==> config.mk <==
export PLATFORM = sky130hd
export DESIGN_NAME = safe_stim_sequencer
export DESIGN_NICKNAME = d
export VERILOG_FILES = /design/src/rtl/safe_pkg.sv /design/src/rtl/tick_div.sv /design/src/rtl/safe_stim_sequencer.sv
export SDC_FILE = /design/constraint.sdc
export NUM_CORES = 1
export LEC_CHECK = 0
export CELL_PAD_IN_SITES_DETAIL_PLACEMENT = 1
export CELL_PAD_IN_SITES_GLOBAL_PLACEMENT = 1
export CORE_MARGIN = 5
export CORE_UTILIZATION = 30
export CTS_CLUSTER_DIAMETER = 30
export DETAILED_ROUTE_END_ITERATION = 16
export PLACE_DENSITY = 0.58
export SYNTH_ARGS = -nofsm -noshare
export SYNTH_HDL_FRONTEND = slang
export SYNTH_SLANG_ARGS = --single-unit
==> constraint.sdc <==
create_clock -name clk_50mhz -period 5.8 [get_ports clk_50mhz]
set_clock_uncertainty 0.05 [all_clocks]
set_input_delay 0.58 -clock clk_50mhz [delete_from_list [all_inputs] [get_ports clk_50mhz]]
set_output_delay 0.58 -clock clk_50mhz [all_outputs]
set_load 0.02 [all_outputs]
==> src/rtl/safe_pkg.sv <==
// ============================================================================
//  safe_pkg
//  Shared parameters, named FSM states and BCD helper for the safe output stage.
//  Revision: 1.0
// ============================================================================
`default_nettype none

package safe_pkg;

    localparam int STATE_W    = 4;
    localparam int NUM_STATES = 10;
    localparam int CHANCE_MAX = 3;

    localparam logic [STATE_W-1:0] ST_IDLE    = 4'd0;
    localparam logic [STATE_W-1:0] ST_ENTRY_1 = 4'd1;
    localparam logic [STATE_W-1:0] ST_ENTRY_2 = 4'd2;
    localparam logic [STATE_W-1:0] ST_ENTRY_3 = 4'd3;
    localparam logic [STATE_W-1:0] ST_ENTRY_4 = 4'd4;
    localparam logic [STATE_W-1:0] ST_CHECK   = 4'd5;
    localparam logic [STATE_W-1:0] ST_OPEN    = 4'd6;
    localparam logic [STATE_W-1:0] ST_WRONG   = 4'd7;
    localparam logic [STATE_W-1:0] ST_LOCKOUT = 4'd8;
    localparam logic [STATE_W-1:0] ST_ALARM   = 4'd9;

    // Four-digit BCD increment; 9999 rolls over to 0000.
    function automatic logic [15:0] bcd4_inc(input logic [15:0] v);
        logic [15:0] r;
        logic        carry;
        r     = v;
        carry = 1'b1;
        for (int i = 0; i < 4; i++) begin
            if (carry) begin
                if (v[4*i +: 4] >= 4'd9) begin
                    r[4*i +: 4] = 4'd0;
                end else begin
                    r[4*i +: 4] = v[4*i +: 4] + 4'd1;
                    carry       = 1'b0;
                end
            end
        end
        return r;
    endfunction

endpackage

`default_nettype wire

==> src/rtl/tick_div.sv <==
// ============================================================================
//  tick_div
//  Free-running divider producing a registered one-cycle enable every DIV clocks.
//  Revision: 1.0
// ============================================================================
`default_nettype none

module tick_div #(
    parameter int DIV = 4
) (
    input  logic clk,
    input  logic rst,
    output logic tick
);

    localparam int            CW   = (DIV > 1) ? $clog2(DIV) : 1;
    localparam logic [CW-1:0] LAST = CW'(DIV - 1);

    logic [CW-1:0] cnt;

    always_ff @(posedge clk) begin
        if (rst) begin
            cnt  <= '0;
            tick <= 1'b0;
        end else begin
            tick <= (cnt == LAST);
            cnt  <= (cnt == LAST) ? '0 : cnt + CW'(1);
        end
    end

endmodule

`default_nettype wire

==> src/rtl/safe_stim_sequencer.sv <==
// ============================================================================
//  safe_stim_sequencer
//  Manual/auto stimulus source for the safe's feedback, servo, 7-seg and LCD blocks.
//  Revision: 1.0
// ============================================================================
`default_nettype none

module safe_stim_sequencer
    import safe_pkg::*;
#(
    parameter int DIV_1K     = 50000,
    parameter int DIV_MUX    = 100000,
    parameter int STATE_W    = safe_pkg::STATE_W,
    parameter int NUM_STATES = safe_pkg::NUM_STATES,
    parameter int CHANCE_MAX = safe_pkg::CHANCE_MAX,
    parameter int DWELL_MS   = 2000,
    parameter int START_MIN  = 12,
    parameter int START_SEC  = 12
) (
    input  logic               clk_50mhz,
    input  logic               rst,
    input  logic               mode,
    input  logic               pause,
    input  logic               btn_step,
    input  logic [STATE_W-1:0] dip_state,
    input  logic [3:0]         dip_chance,
    output logic               tick_1k,
    output logic               tick_mux,
    output logic [STATE_W-1:0] state,
    output logic [3:0]         chance_count,
    output logic [5:0]         timer_min,
    output logic [5:0]         timer_sec,
    output logic [15:0]        input_data,
    output logic               sweep_done
);

    localparam int                 DWELL_W    = (DWELL_MS > 1) ? $clog2(DWELL_MS) : 1;
    localparam logic [DWELL_W-1:0] DWELL_LAST = DWELL_W'(DWELL_MS - 1);
    localparam logic [9:0]         PRE_LAST   = 10'd999;
    localparam logic [STATE_W-1:0] STATE_LAST = STATE_W'(NUM_STATES - 1);
    localparam logic [3:0]         CHANCE_TOP = 4'(CHANCE_MAX);
    localparam logic [5:0]         MIN_INIT   = 6'(START_MIN);
    localparam logic [5:0]         SEC_INIT   = 6'(START_SEC);
    localparam logic [15:0]        MANUAL_BCD = 16'h1234;

    tick_div #(.DIV(DIV_1K)) u_div_1k (
        .clk  (clk_50mhz),
        .rst  (rst),
        .tick (tick_1k)
    );

    tick_div #(.DIV(DIV_MUX)) u_div_mux (
        .clk  (clk_50mhz),
        .rst  (rst),
        .tick (tick_mux)
    );

    logic               btn_meta;
    logic               btn_sync;
    logic               btn_prev;
    logic               mode_prev;
    logic [DWELL_W-1:0] dwell_cnt;
    logic [9:0]         pre_cnt;

    logic               step;
    logic               expire;
    logic               adv;
    logic               wrap;
    logic               sec_tick;
    logic               run_tick;
    logic [STATE_W-1:0] dip_state_c;
    logic [3:0]         dip_chance_c;
    logic [5:0]         min_dec;
    logic [5:0]         sec_dec;

    assign step         = btn_sync & ~btn_prev;
    assign run_tick     = tick_1k & ~pause;
    assign expire       = tick_1k & (dwell_cnt == DWELL_LAST);
    // Pause swaps the advance source, so expiry and step can never both count.
    assign adv          = (expire & ~pause) | (step & pause);
    assign wrap         = adv & (state == STATE_LAST);
    assign sec_tick     = run_tick & (pre_cnt == PRE_LAST);
    assign dip_state_c  = (dip_state > STATE_LAST) ? STATE_LAST : dip_state;
    assign dip_chance_c = (dip_chance > CHANCE_TOP) ? CHANCE_TOP : dip_chance;

    always_comb begin
        min_dec = timer_min;
        sec_dec = timer_sec;
        if (timer_sec != 6'd0) begin
            sec_dec = timer_sec - 6'd1;
        end else if (timer_min != 6'd0) begin
            min_dec = timer_min - 6'd1;
            sec_dec = 6'd59;
        end
    end

    always_ff @(posedge clk_50mhz) begin
        if (rst) begin
            btn_meta     <= 1'b0;
            btn_sync     <= 1'b0;
            btn_prev     <= 1'b0;
            mode_prev    <= 1'b0;
            dwell_cnt    <= '0;
            pre_cnt      <= '0;
            state        <= STATE_W'(ST_IDLE);
            chance_count <= CHANCE_TOP;
            timer_min    <= MIN_INIT;
            timer_sec    <= SEC_INIT;
            input_data   <= 16'h0000;
            sweep_done   <= 1'b0;
        end else begin
            btn_meta   <= btn_step;
            btn_sync   <= btn_meta;
            btn_prev   <= btn_sync;
            mode_prev  <= mode;
            sweep_done <= 1'b0;

            if (!mode) begin
                dwell_cnt    <= '0;
                pre_cnt      <= '0;
                state        <= dip_state_c;
                chance_count <= dip_chance_c;
                timer_min    <= MIN_INIT;
                timer_sec    <= SEC_INIT;
                input_data   <= MANUAL_BCD;
            end else if (!mode_prev) begin
                dwell_cnt    <= '0;
                pre_cnt      <= '0;
                state        <= dip_state_c;
                chance_count <= dip_chance_c;
                input_data   <= 16'h0000;
            end else begin
                if (run_tick) begin
                    pre_cnt <= (pre_cnt == PRE_LAST) ? 10'd0 : pre_cnt + 10'd1;
                end

                if (adv) begin
                    dwell_cnt <= '0;
                end else if (run_tick) begin
                    dwell_cnt <= dwell_cnt + DWELL_W'(1);
                end

                if (adv) begin
                    input_data <= bcd4_inc(input_data);
                    if (wrap) begin
                        state        <= '0;
                        sweep_done   <= 1'b1;
                        chance_count <= (chance_count == 4'd0) ? CHANCE_TOP
                                                               : chance_count - 4'd1;
                    end else begin
                        state <= state + STATE_W'(1);
                    end
                end

                // A wrap restarts the countdown even if a second boundary lands on it.
                if (wrap) begin
                    timer_min <= MIN_INIT;
                    timer_sec <= SEC_INIT;
                end else if (sec_tick) begin
                    timer_min <= min_dec;
                    timer_sec <= sec_dec;
                end
            end
        end
    end

    a_tick_1k_single: assert property (@(posedge clk_50mhz) disable iff (rst)
        tick_1k |=> !tick_1k);
    a_tick_mux_single: assert property (@(posedge clk_50mhz) disable iff (rst)
        tick_mux |=> !tick_mux);
    a_state_range: assert property (@(posedge clk_50mhz) disable iff (rst)
        state <= STATE_LAST);
    a_bcd_digits: assert property (@(posedge clk_50mhz) disable iff (rst)
        (input_data[3:0] <= 4'd9) && (input_data[7:4] <= 4'd9) &&
        (input_data[11:8] <= 4'd9) && (input_data[15:12] <= 4'd9));

endmodule

`default_nettype wire

==> After elaboration in Yosys (flattened, before gate mapping) <==
Cells that the tools add are included.
W data, S select, Z words.
{ "word_totals": {"output_inout_bits": 39, "inputBits": 13, "ff_bits": 97} }
{ "classes": {"eq_ne": 11, "reduce_logical": 21, "n_lt_le_gt_ge": 6, "mux": 48, "add_sub_neg": 12, "bitwise": 13} }
{ "op_table": {"columns": ["op", "count"], "rows": [
  ["$mux W4", 17],
  ["$mux W6", 8],
  ["$mux W13", 3],
  ["$add A4 B1 Y4 const B", 5],
  ["$mux W1", 19],
  ["$add A17 B1 Y17 const B", 1],
  ["$eq A17 B17 Y1 const B", 1],
  ["$add A16 B1 Y16 const B", 1],
  ["$eq A16 B16 Y1 const B", 1],
  ["$ge A4 B4 Y1 const B", 4],
  ["$ne A3 B2 Y1 const B", 5],
  ["$reduce_and A2 Y1", 7],
  ["$reduce_bool A6 Y1", 2],
  ["$sub A6 B1 Y6 const B", 2],
  ["$add A11 B1 Y11 const B", 1],
  ["$eq A11 B11 Y1 const B", 1],
  ["$add A10 B1 Y10 const B", 1],
  ["$eq A10 B10 Y1 const B", 1],
  ["$mux W10", 1],
  ["$reduce_or A4 Y1", 2],
  ["$and A1 B1 Y1", 7],
  ["$reduce_or A2 Y1", 3],
  ["$not A1 Y1", 5],
  ["$eq A4 B4 Y1 const B", 1],
  ["11 further kinds", 12]
]} }

==> Depth between registers and ports, before layout <==
Gate-level depths: netlist (run 1).
{ "depth": {"ltp_word": 22, "ltp_mapped": 9} }

==> Hierarchy <==
Synthesis (run 1) repeated with hierarchy kept, for this count alone.
{ "unflattened": {"cells_unflattened": 546, "area_unflattened_um2": 4784.6} }
{ "modules_own_cells": {"columns": ["module", "area_each_um2", "instances", "cells_per_inst"], "rows": [
  ["safe_stim_sequencer", 3194.3, 1, 375],
  ["tick_div (u_div_mux)", 802.0, 1, 89],
  ["tick_div (u_div_1k)", 788.3, 1, 82]
]} }

==> Worst setup path after synthesis (run 1) <==
Ideal clock, no wire load.
{ "synth_path": {"path_kind": "input -> register", "startpoint": "input port pause", "endpoint": "register input_data[14]", "cell_stages": 6, "required_time_ps": 5680, "setup_slack_ps": 3784, "arrival_ps": 1895, "cell_sequence": "and4b_1 and4_1 buf_4 o211ai_4 or4_1 a21oi_1"} }
{ "synth_between": {"elab_chain_cells": 4, "elab_cells_between_ends": 5, "cone_classes": "4 x bitwise; 1 x reduce/logical"} }
{ "synth_rtl": {"columns": ["item", "line_no", "text"], "rows": [
  ["start, declared", "safe_stim_sequencer.sv:23", "input logic pause,"],
  ["$not A1 Y1", "safe_stim_sequencer.sv:80", "assign adv = (expire & ~pause) | (step & pause);"],
  ["$and A1 B1 Y1", "safe_stim_sequencer.sv:80", null],
  ["$or A1 B1 Y1 (*)", "safe_stim_sequencer.sv:80", null],
  ["$reduce_and A2 Y1 (no line) (*)", null, null],
  ["end signal, assigned", "safe_stim_sequencer.sv:144", "input_data <= bcd4_inc(input_data);"],
  ["end, declared", "safe_stim_sequencer.sv:33", "output logic [15:0] input_data,"]
]} }
Mark *: on every way between the ends. The rest lies on a longest branch, timed or not.
A chain may end at the register's enable or synchronous reset.

==> Final worst setup path (run 1) <==
{ "layout_path": {"startpoint": "input port pause", "endpoint": "register chance_count[0]"} }
{ "layout_between": {"elab_chain_cells": 6, "elab_cells_between_ends": 8, "cone_classes": "2 x eq/ne; 5 x bitwise; 1 x reduce/logical"} }
{ "layout_rtl": {"columns": ["item", "line_no", "text"], "rows": [
  ["$not A1 Y1", "safe_stim_sequencer.sv:80", null],
  ["$and A1 B1 Y1", "safe_stim_sequencer.sv:80", null],
  ["$or A1 B1 Y1 (*)", "safe_stim_sequencer.sv:80", null],
  ["$and A1 B1 Y1", "safe_stim_sequencer.sv:81", "assign wrap = adv & (state == STATE_LAST);"],
  ["$ne A3 B2 Y1 (no line)", null, null],
  ["$reduce_and A2 Y1 (no line) (*)", null, null],
  ["end signal, assigned", "safe_stim_sequencer.sv:122", "chance_count <= dip_chance_c;"],
  ["end signal, assigned", "safe_stim_sequencer.sv:130", "chance_count <= dip_chance_c;"],
  ["end signal, assigned", "safe_stim_sequencer.sv:148", "chance_count <= (chance_count == 4'd0) ? CHANCE_TOP"],
  ["end, declared", "safe_stim_sequencer.sv:30", "output logic [3:0] chance_count,"]
]} }
Marked as above.

==> results of run 1 <==
[critical path, cell delays in order]
cell and delay [ns]:
clkdlybuf4s50_1 0.50, and4b_1 0.33, and4_1 0.47, o21ai_1 0.24, a2111oi_0 0.49, o31ai_1 0.14
[report_power, final]
part	leakage (nW)	total [mW]	switching, mW	internal [mW]
registers	0.786	0.688	0.0130	0.675
logic	1.09	0.0655	0.0373	0.0282
clock network	0.151	0.622	0.272	0.350
[registers in the layout, summed over array words and instances (netlist names)]
register        flops
timer_min           6
mode_prev           1
state               4
btn_sync            1
u_div_1k.cnt       16
sweep_done          1
u_div_mux.cnt      17
btn_prev            1
pre_cnt            10
btn_meta            1
u_div_mux.tick      1
chance_count        4
dwell_cnt          11
input_data         16
u_div_1k.tick       1
timer_sec           6
[layer usage]
layer  wire, um  GRT usage [%]  vias to the layer above
li1           -              -                     2033
met1       6153          18.90                     1947
met2       5549          22.29                       52
met3        499          2.813                       14
met4        216          5.543                        0
met5          0              0                        -
[cell type report]
class | count | area share [%]
repair buffers | 51 | 8.825
clock buffers | 11 | 4.196
well taps | 216 | 4.672
flip-flops and latches | 97 | 33.57
inverters | 29 | 1.882
clock inverters | 5 | 1.060
multi-input cells | 409 | 45.79
[layout by cell type, fill, tap and decap left out, drive strengths merged, types with 4 or more instances in the layout]
| cell type | n |
|---|---|
| inv | 31 |
| or3 | 8 |
| and2 | 5 |
| dfxtp | 97 |
| nand2 | 42 |
| xnor2 | 20 |
| nand4b | 4 |
| mux2i | 6 |
| o211ai | 4 |
| clkbuf | 11 |
| o31ai | 7 |
| nor3 | 17 |
| nor2 | 78 |
| a31oi | 5 |
| nand3 | 29 |
| nand4 | 12 |
| ha | 23 |
| a21oi | 29 |
| clkdlybuf4s50 | 51 |
| and3 | 14 |
| and4 | 10 |
| o21ai | 14 |
| xor2 | 28 |
| nor2b | 6 |
[cell usage after synthesis (2+ instances only)]
| cell | number | area [um2] |
|---|---|---|
| a41oi_1 | 3 | 26.28 |
| o21ai_1 | 2 | 10.01 |
| and4b_1 | 2 | 20.02 |
| and3_1 | 14 | 87.58 |
| nand4_1 | 10 | 62.56 |
| nor3_1 | 17 | 85.08 |
| o31ai_1 | 7 | 52.55 |
| mux2i_1 | 6 | 60.06 |
| nand4_2 | 2 | 25.02 |
| nand3b_1 | 3 | 22.52 |
| and3b_1 | 2 | 17.52 |
| or3_1 | 8 | 50.05 |
| nor2_1 | 78 | 292.8 |
| xnor2_1 | 20 | 175.2 |
| inv_1 | 28 | 105.1 |
| nand3_1 | 29 | 145.1 |
| nand2_1 | 42 | 157.7 |
| nand2b_1 | 2 | 12.51 |
| a221oi_1 | 2 | 17.52 |
| o22ai_1 | 3 | 18.77 |
| a31oi_1 | 5 | 31.28 |
| nor2b_1 | 6 | 37.54 |
| dfxtp_1 | 97 | 1942 |
| nand4b_1 | 4 | 35.03 |
| and4_1 | 10 | 87.58 |
| o21ai_0 | 12 | 60.06 |
| a21o_1 | 3 | 22.52 |
| clkbuf_1 | 13 | 48.80 |
| buf_4 | 3 | 22.52 |
| xor2_1 | 28 | 245.2 |
| o211ai_1 | 3 | 22.52 |
| a21oi_1 | 28 | 140.1 |
| o31a_1 | 3 | 26.28 |
| ha_1 | 23 | 287.8 |
| and2_1 | 5 | 31.28 |
| or4_1 | 2 | 15.01 |
| nor4_1 | 3 | 18.77 |
| o221a_2 | 2 | 22.52 |
[per-stage QoR]
step                total power, mW  util [%]  instance area [um2]
finish                        1.375     36.68                 5784
global route                  1.434     36.68                 5784
CTS                           1.402     36.68                 5784
detailed placement           0.7693     34.75                 5480
global placement             0.7670     34.75                 5480
floorplan                    0.7374         -                 4776
[logic make-up (layout without fill, tap and decap cells)]
kind of cell / Yosys count / in the layout / synth area share [%]
mux: 6 / 6 / 1.258
buf+inv: 46 / 96 / 3.877
flops: 97 / 97 / 40.66
xor+xnor: 48 / 48 / 8.803
fa+ha+maj: 23 / 23 / 6.026
simple gates: 244 / 244 / 26.20
compound gates: 88 / 88 / 13.18
[worst paths after layout]
check,startpoint,end,depth (start not counted)
setup / recovery,pause,chance_count[0]$_SDFFE_PP1P_,6
hold / removal,btn_meta$_SDFF_PP0_,btn_sync$_SDFF_PP0_,1
setup reg to reg,u_div_1k.tick$_SDFF_PP0_,chance_count[0]$_SDFFE_PP1P_,5
hold reg to reg,btn_meta$_SDFF_PP0_,btn_sync$_SDFF_PP0_,1
==> metrics.md, run 1 <==
| Metric | Value |
|---|---|
| Run status | completed |
| Worst Path Required | approximately 6 ns |
| Setup Slack @ Placement | ~2.9 ns |
| Total global routing track utilization | 14.10% |
| Die ar. | 18540 um2 |
| Setup Viol. Count Final | 0 |
| First-pass GRT wire length | between 20000 and 25000 um |
| Largest net degree at the start of global routing | 17 |
| Final ANT Viol Nets | 0 |
| Root Buffer | clkbuf_16 |
| MaxCap Viol Count | 0 |
| PD cells | around 240 nW/um2 |
| Clock sink count | between 90 and 100 |
| Total negative slack | 0 ns |
| Hold crit path type | reg2reg |
| DP Wirelength | about 9100 um |
| PortBufs | 51 |
| Vias/cell | about 4.9 |
| Critical path peak fanout | 8 |
| Syn Nets | 588 |
| Synthesized area per cell | 8.652 um2 |
| Cts repair resizes | 0 |
| Crit Path Class | in2reg |
| Crit path DAT | between 2 and 3 ns |
| RSZ-0062 raised after global routing | false |
| Cells after synthesis | ~550 |
| CTS tree | built |
| Number of buffers on the longest clock path | 2 |
| Vias | just over 4k |
| Total CTS buffers | 9 |
| WHS | slightly below 0.4 ns |
| Reg area | just under 2000 um2 |
| Nets | between 600 and 700 |
| Layout cells sized above 1 | 4.485% |
| Area grow syn2layout | 21.12% |
| Synth Register Bits | 97 |
| Residual DRC count | 0 |
| Fillers | around 1.9k |
| Sequential fraction of the synthesis area | 40.66% |
| Post-CTS Setup Inserts | 0 |
| H-Tree Depth | 3 |
| F_max | a little under 0.4 GHz |
| Post-synth EDFFs | 0 |
| Placed Cells incl. Taps | 802 |
| Die Wd | between 100 and 150 um |
| Die H | about 140 um |
| Worst rel slew slack | about 36% |
| Area of the multi-input gates | around 2600 um2 |
| Wire per inst | roughly 15 um |
| Pre-Repair DR Iteration Count | 6 |
| Vias in the first global route | 4103 |
| # hold bufs at CTS | 0 |
| Slew at the pin closest to its max-slew limit | between 0.9 and 1 ns |
| Boundary Pins | 52 |
| Tmin final | about 2.6 ns |
| Antenna violations before repair | 0 |
| Site Rows | between 40 and 50 |
| Core region area | 15770 um2 |
| GPL Wtd Cong | 0.7686 |
| Starting DRT DRC Count | 111 |
| Final Hold Fails | 0 |
| Diodes inserted | 0 |
| Synth cell types | 60 |
| Crit share post-route | 44.56% |
| Slew Viols, Final | 0 |
| Worst Slack Setup Final | 3.215 ns |
| Global route total overflow | 0 |
| Ys async rst share | 0% |
| Flop2flop setup slack | approximately 3.6 ns |
| Crit path launch type | primary input |
| Crit end category | register |
| Wirelength, routed | roughly 12000 um |
| Main flop type after synthesis | dfxtp_1 |
| Fin cells | a little over 800 |
| Synthesized area | ~4800 um2 |
| Clock Latency Late Sink | 0.35 ns |
| Clock Pin Slew Worst Setup and Hold Paths | approximately 0.07 ns |
| VDD IR-drop max | 0.0001364 V |
| YS warnings | 0 |
| Initial Utilization | 30.28% |
| P_leak | ~2.0 nW |
Power figures use the tool's default switching activity.
==> run 2: changes to the inputs <==
Clock period 5.8 ns to 2.7 ns, I/O delays scaled along.
==> run 2 against run 1 <==
Non-clock buffer count grew 8. Register-to-register slack lost 3.0 ns. First-iteration DRC count grew 6.3%. Largest power group unchanged. Total power grew 110%. Cell count grew 0.86%. Count of clock-buffer cells in the layout shrank 1.
==> metrics.md, run 2 (synthesis gave the netlist of run 1 again) <==
| Metric | Value |
|---|---|
| Run status | completed |
| R2R depth | 6 (+1) |
| Critical path peak fanout | 15 (+7) |
| Sw power | 0.6771 mW (+110%) |
| WHS | 0.4019 ns (+0.006119 ns) |
| Hold crit path type | reg2reg |
| Wire per inst | 15.44 um (+1.7%) |
| Most flops, register | u_div_mux.cnt |
| Hold path cells | 1 (unchanged) |
| Boundary Pins | 52 (unchanged) |
| Root Buffer | clkbuf_16 |
| VDD IR-drop max | 0.0002705 V (+98%) |
| Crit end category | register |
| PortBufs | 51 (unchanged) |
| Min-Delay Endpoint | btn_sync$_SDFF_PP0_ |
| Commonest non-fill, non-tap cells in the layout | 97 x dfxtp_1, 78 x nor2_1, 51 x clkdlybuf4s50_1 |
| Seq pwr share | 50.3% (+0.3 points) |
| Number of buffers on the longest clock path | 2 (unchanged) |
| Final Hold Fails | 0 (unchanged) |
| CTS tree | built |
| Layout cells sized above 1 | 5.747% (+1.3 points) |
| Site Rows | 46 (unchanged) |
| Worst Path Required | 2.93 ns (-3.05 ns) |
| Fillers | 1906 (+2.0%) |
| Diodes inserted | 0 (unchanged) |
| Post-CTS Setup Inserts | 0 (unchanged) |
| Max reg flops | 17 (unchanged) |
| Logic pwr share | 4.9% (about the same) |
| F_max | about 0.45 GHz |
| Final ANT Viol Nets | 0 (unchanged) |
| Clock power frac | 44.7% (-0.5 points) |
| Initial Utilization | 30.28% (unchanged) |
| Core region area | 15770 um2 (unchanged) |
| Vias | 4149 (+2.5%) |
| DP Wirelength | 9260 um (+2.1%) |
| Clock Pin Slew Worst Setup and Hold Paths | 0.07 ns (about the same) |
| Largest regs | u_div_mux.cnt x17, input_data x16, u_div_1k.cnt x16 |
| Die Wd | 136.2 um (unchanged) |
| Vias/cell | 5.029 (+1.7%) |
| Residual DRC count | 0 (unchanged) |
| Total negative slack | 0 ns (unchanged) |
| RSZ-0062 raised after global routing | false |
| Cts repair resizes | 0 (unchanged) |
| Worst rel slew slack | 53.91% (+18 points) |
| Vias in the first global route | 4297 (+4.7%) |
| Slew at the pin closest to its max-slew limit | 0.6896 ns (-0.2608 ns) |
| Setup Viol. Count Final | 0 (unchanged) |
| Tmin final | ~2.2 ns |
| Clock sink count | 97 (unchanged) |
| Largest net degree at the start of global routing | 17 (unchanged) |
| # hold bufs at CTS | 0 (unchanged) |
| Worst r2r src | state[0]$_SDFFE_PP0P_ |
| Starting DRT DRC Count | 118 (+6.3%) |
| GPL Wtd Cong | 0.7815 (+1.7%) |
| First-pass GRT wire length | 21780 um (+4.1%) |
| PD cells | 502.3 nW/um2 (+110%) |
| Die ar. | 18540 um2 (unchanged) |
| Crit path launch type | primary input |
| Slew Viols, Final | 0 (unchanged) |
| Global route total overflow | 0 (unchanged) |
| Total CTS buffers | 9 (unchanged) |
| Area grow syn2layout | 22.35% |
| Crit share post-route | 82.21% |
| Clock Latency Late Sink | 0.34 ns (about the same) |
| Die H | 136.2 um (unchanged) |
| Antenna violations before repair | 0 (unchanged) |
| Flop2flop setup slack | 0.54 ns (-3.02 ns) |
| Nets | 641 (+1.3%) |
| Sw Ratio | 23.07% (-0.38 points) |
| Crit path DAT | 2.45 ns (-0.31 ns) |
| Pre-Repair DR Iteration Count | 4 (-2) |
| H-Tree Depth | 3 (unchanged) |
| Total global routing track utilization | 14.32% (+0.22 points) |
| Commonest non-fill, non-tap cell in the layout | dfxtp_1 |
| Wirelength, routed | 12740 um (+2.6%) |
| P_leak | 2.054 nW (+1.6%) |
| Hold Startpoint | btn_meta$_SDFF_PP0_ |
| Crit Path Class | in2reg |
| RR Endpoint | timer_min[3]$_SDFFE_PP1P_ |
| MaxCap Viol Count | 0 (unchanged) |
| Int Pwr | 2.258 mW (+110%) |
[run 2: how the worst max path moves through the flow]
stage                                     startpoint                           end  slack, ns  cells after the start
after global placement                         pause     timer_min[3]$_SDFFE_PP1P_       0.18                      6
after floorplan           input_data[1]$_SDFFE_PP0P_    input_data[7]$_SDFFE_PP0P_       0.72                      6
after CTS                                      pause   input_data[11]$_SDFFE_PP0P_       0.47                      6
final                                          pause     timer_min[3]$_SDFFE_PP1P_       0.48                      6
after global routing                           pause  chance_count[0]$_SDFFE_PP1P_       0.32                      6
after detailed placement                       pause     timer_min[3]$_SDFFE_PP1P_       0.11                      6
[run 2: layout make-up]
type,instances,area [um2],share of cell area [%]
sequential,97,1942,33.23
inverter,29,108.9,1.863
clock buffer,10,239.0,4.090
clock inverter,5,63.81,1.092
tap,216,270.3,4.625
timing repair buffer,59,570.5,9.764
multi-input combinational,409,2649,45.33
[run 2: layer usage]
layer | up-vias | part of all wire, % | routed length, um | track usage [%]
li1 | 2049 | - | - | -
met1 | 2018 | 49 | 6271 | 19.06
met4 | 0 | 1.8 | 235 | 5.095
met3 | 18 | 4.0 | 507 | 2.776
met5 | - | 0 | 0 | 0
met2 | 64 | 45 | 5722 | 23.12
[run 2: stage by stage]
stage                     total power, mW  instance area, um2  util, %  worst slack [ns]  std cells
after detailed placement            1.656                5540    35.13            0.1121        810
after CTS                           2.997                5843    37.05            0.4749        825
final                               2.935                5843    37.05            0.4804        825
after global routing                3.070                5843    37.05            0.3227        825
after floorplan                     1.584                4776        -            0.7212        552
after global placement              1.651                5540    35.13            0.1830        810
[run 2: power by group through the flow]
stage               Clock, mW  Combinational, mW  Sequential (mW)
floorplan                   0             0.0722             1.51
global placement            0              0.142             1.51
detailed placement          0              0.146             1.51
CTS                      1.37              0.147             1.48
global route             1.43              0.160             1.48
finish                   1.31              0.145             1.48
[run 2: critical path, cell delays in order]
cell and delay [ns]:
clkdlybuf4s50_1 0.49, and4b_1 0.34, nand4_2 0.28, a21o_1 0.47
a2111oi_4 0.38, mux2i_1 0.20
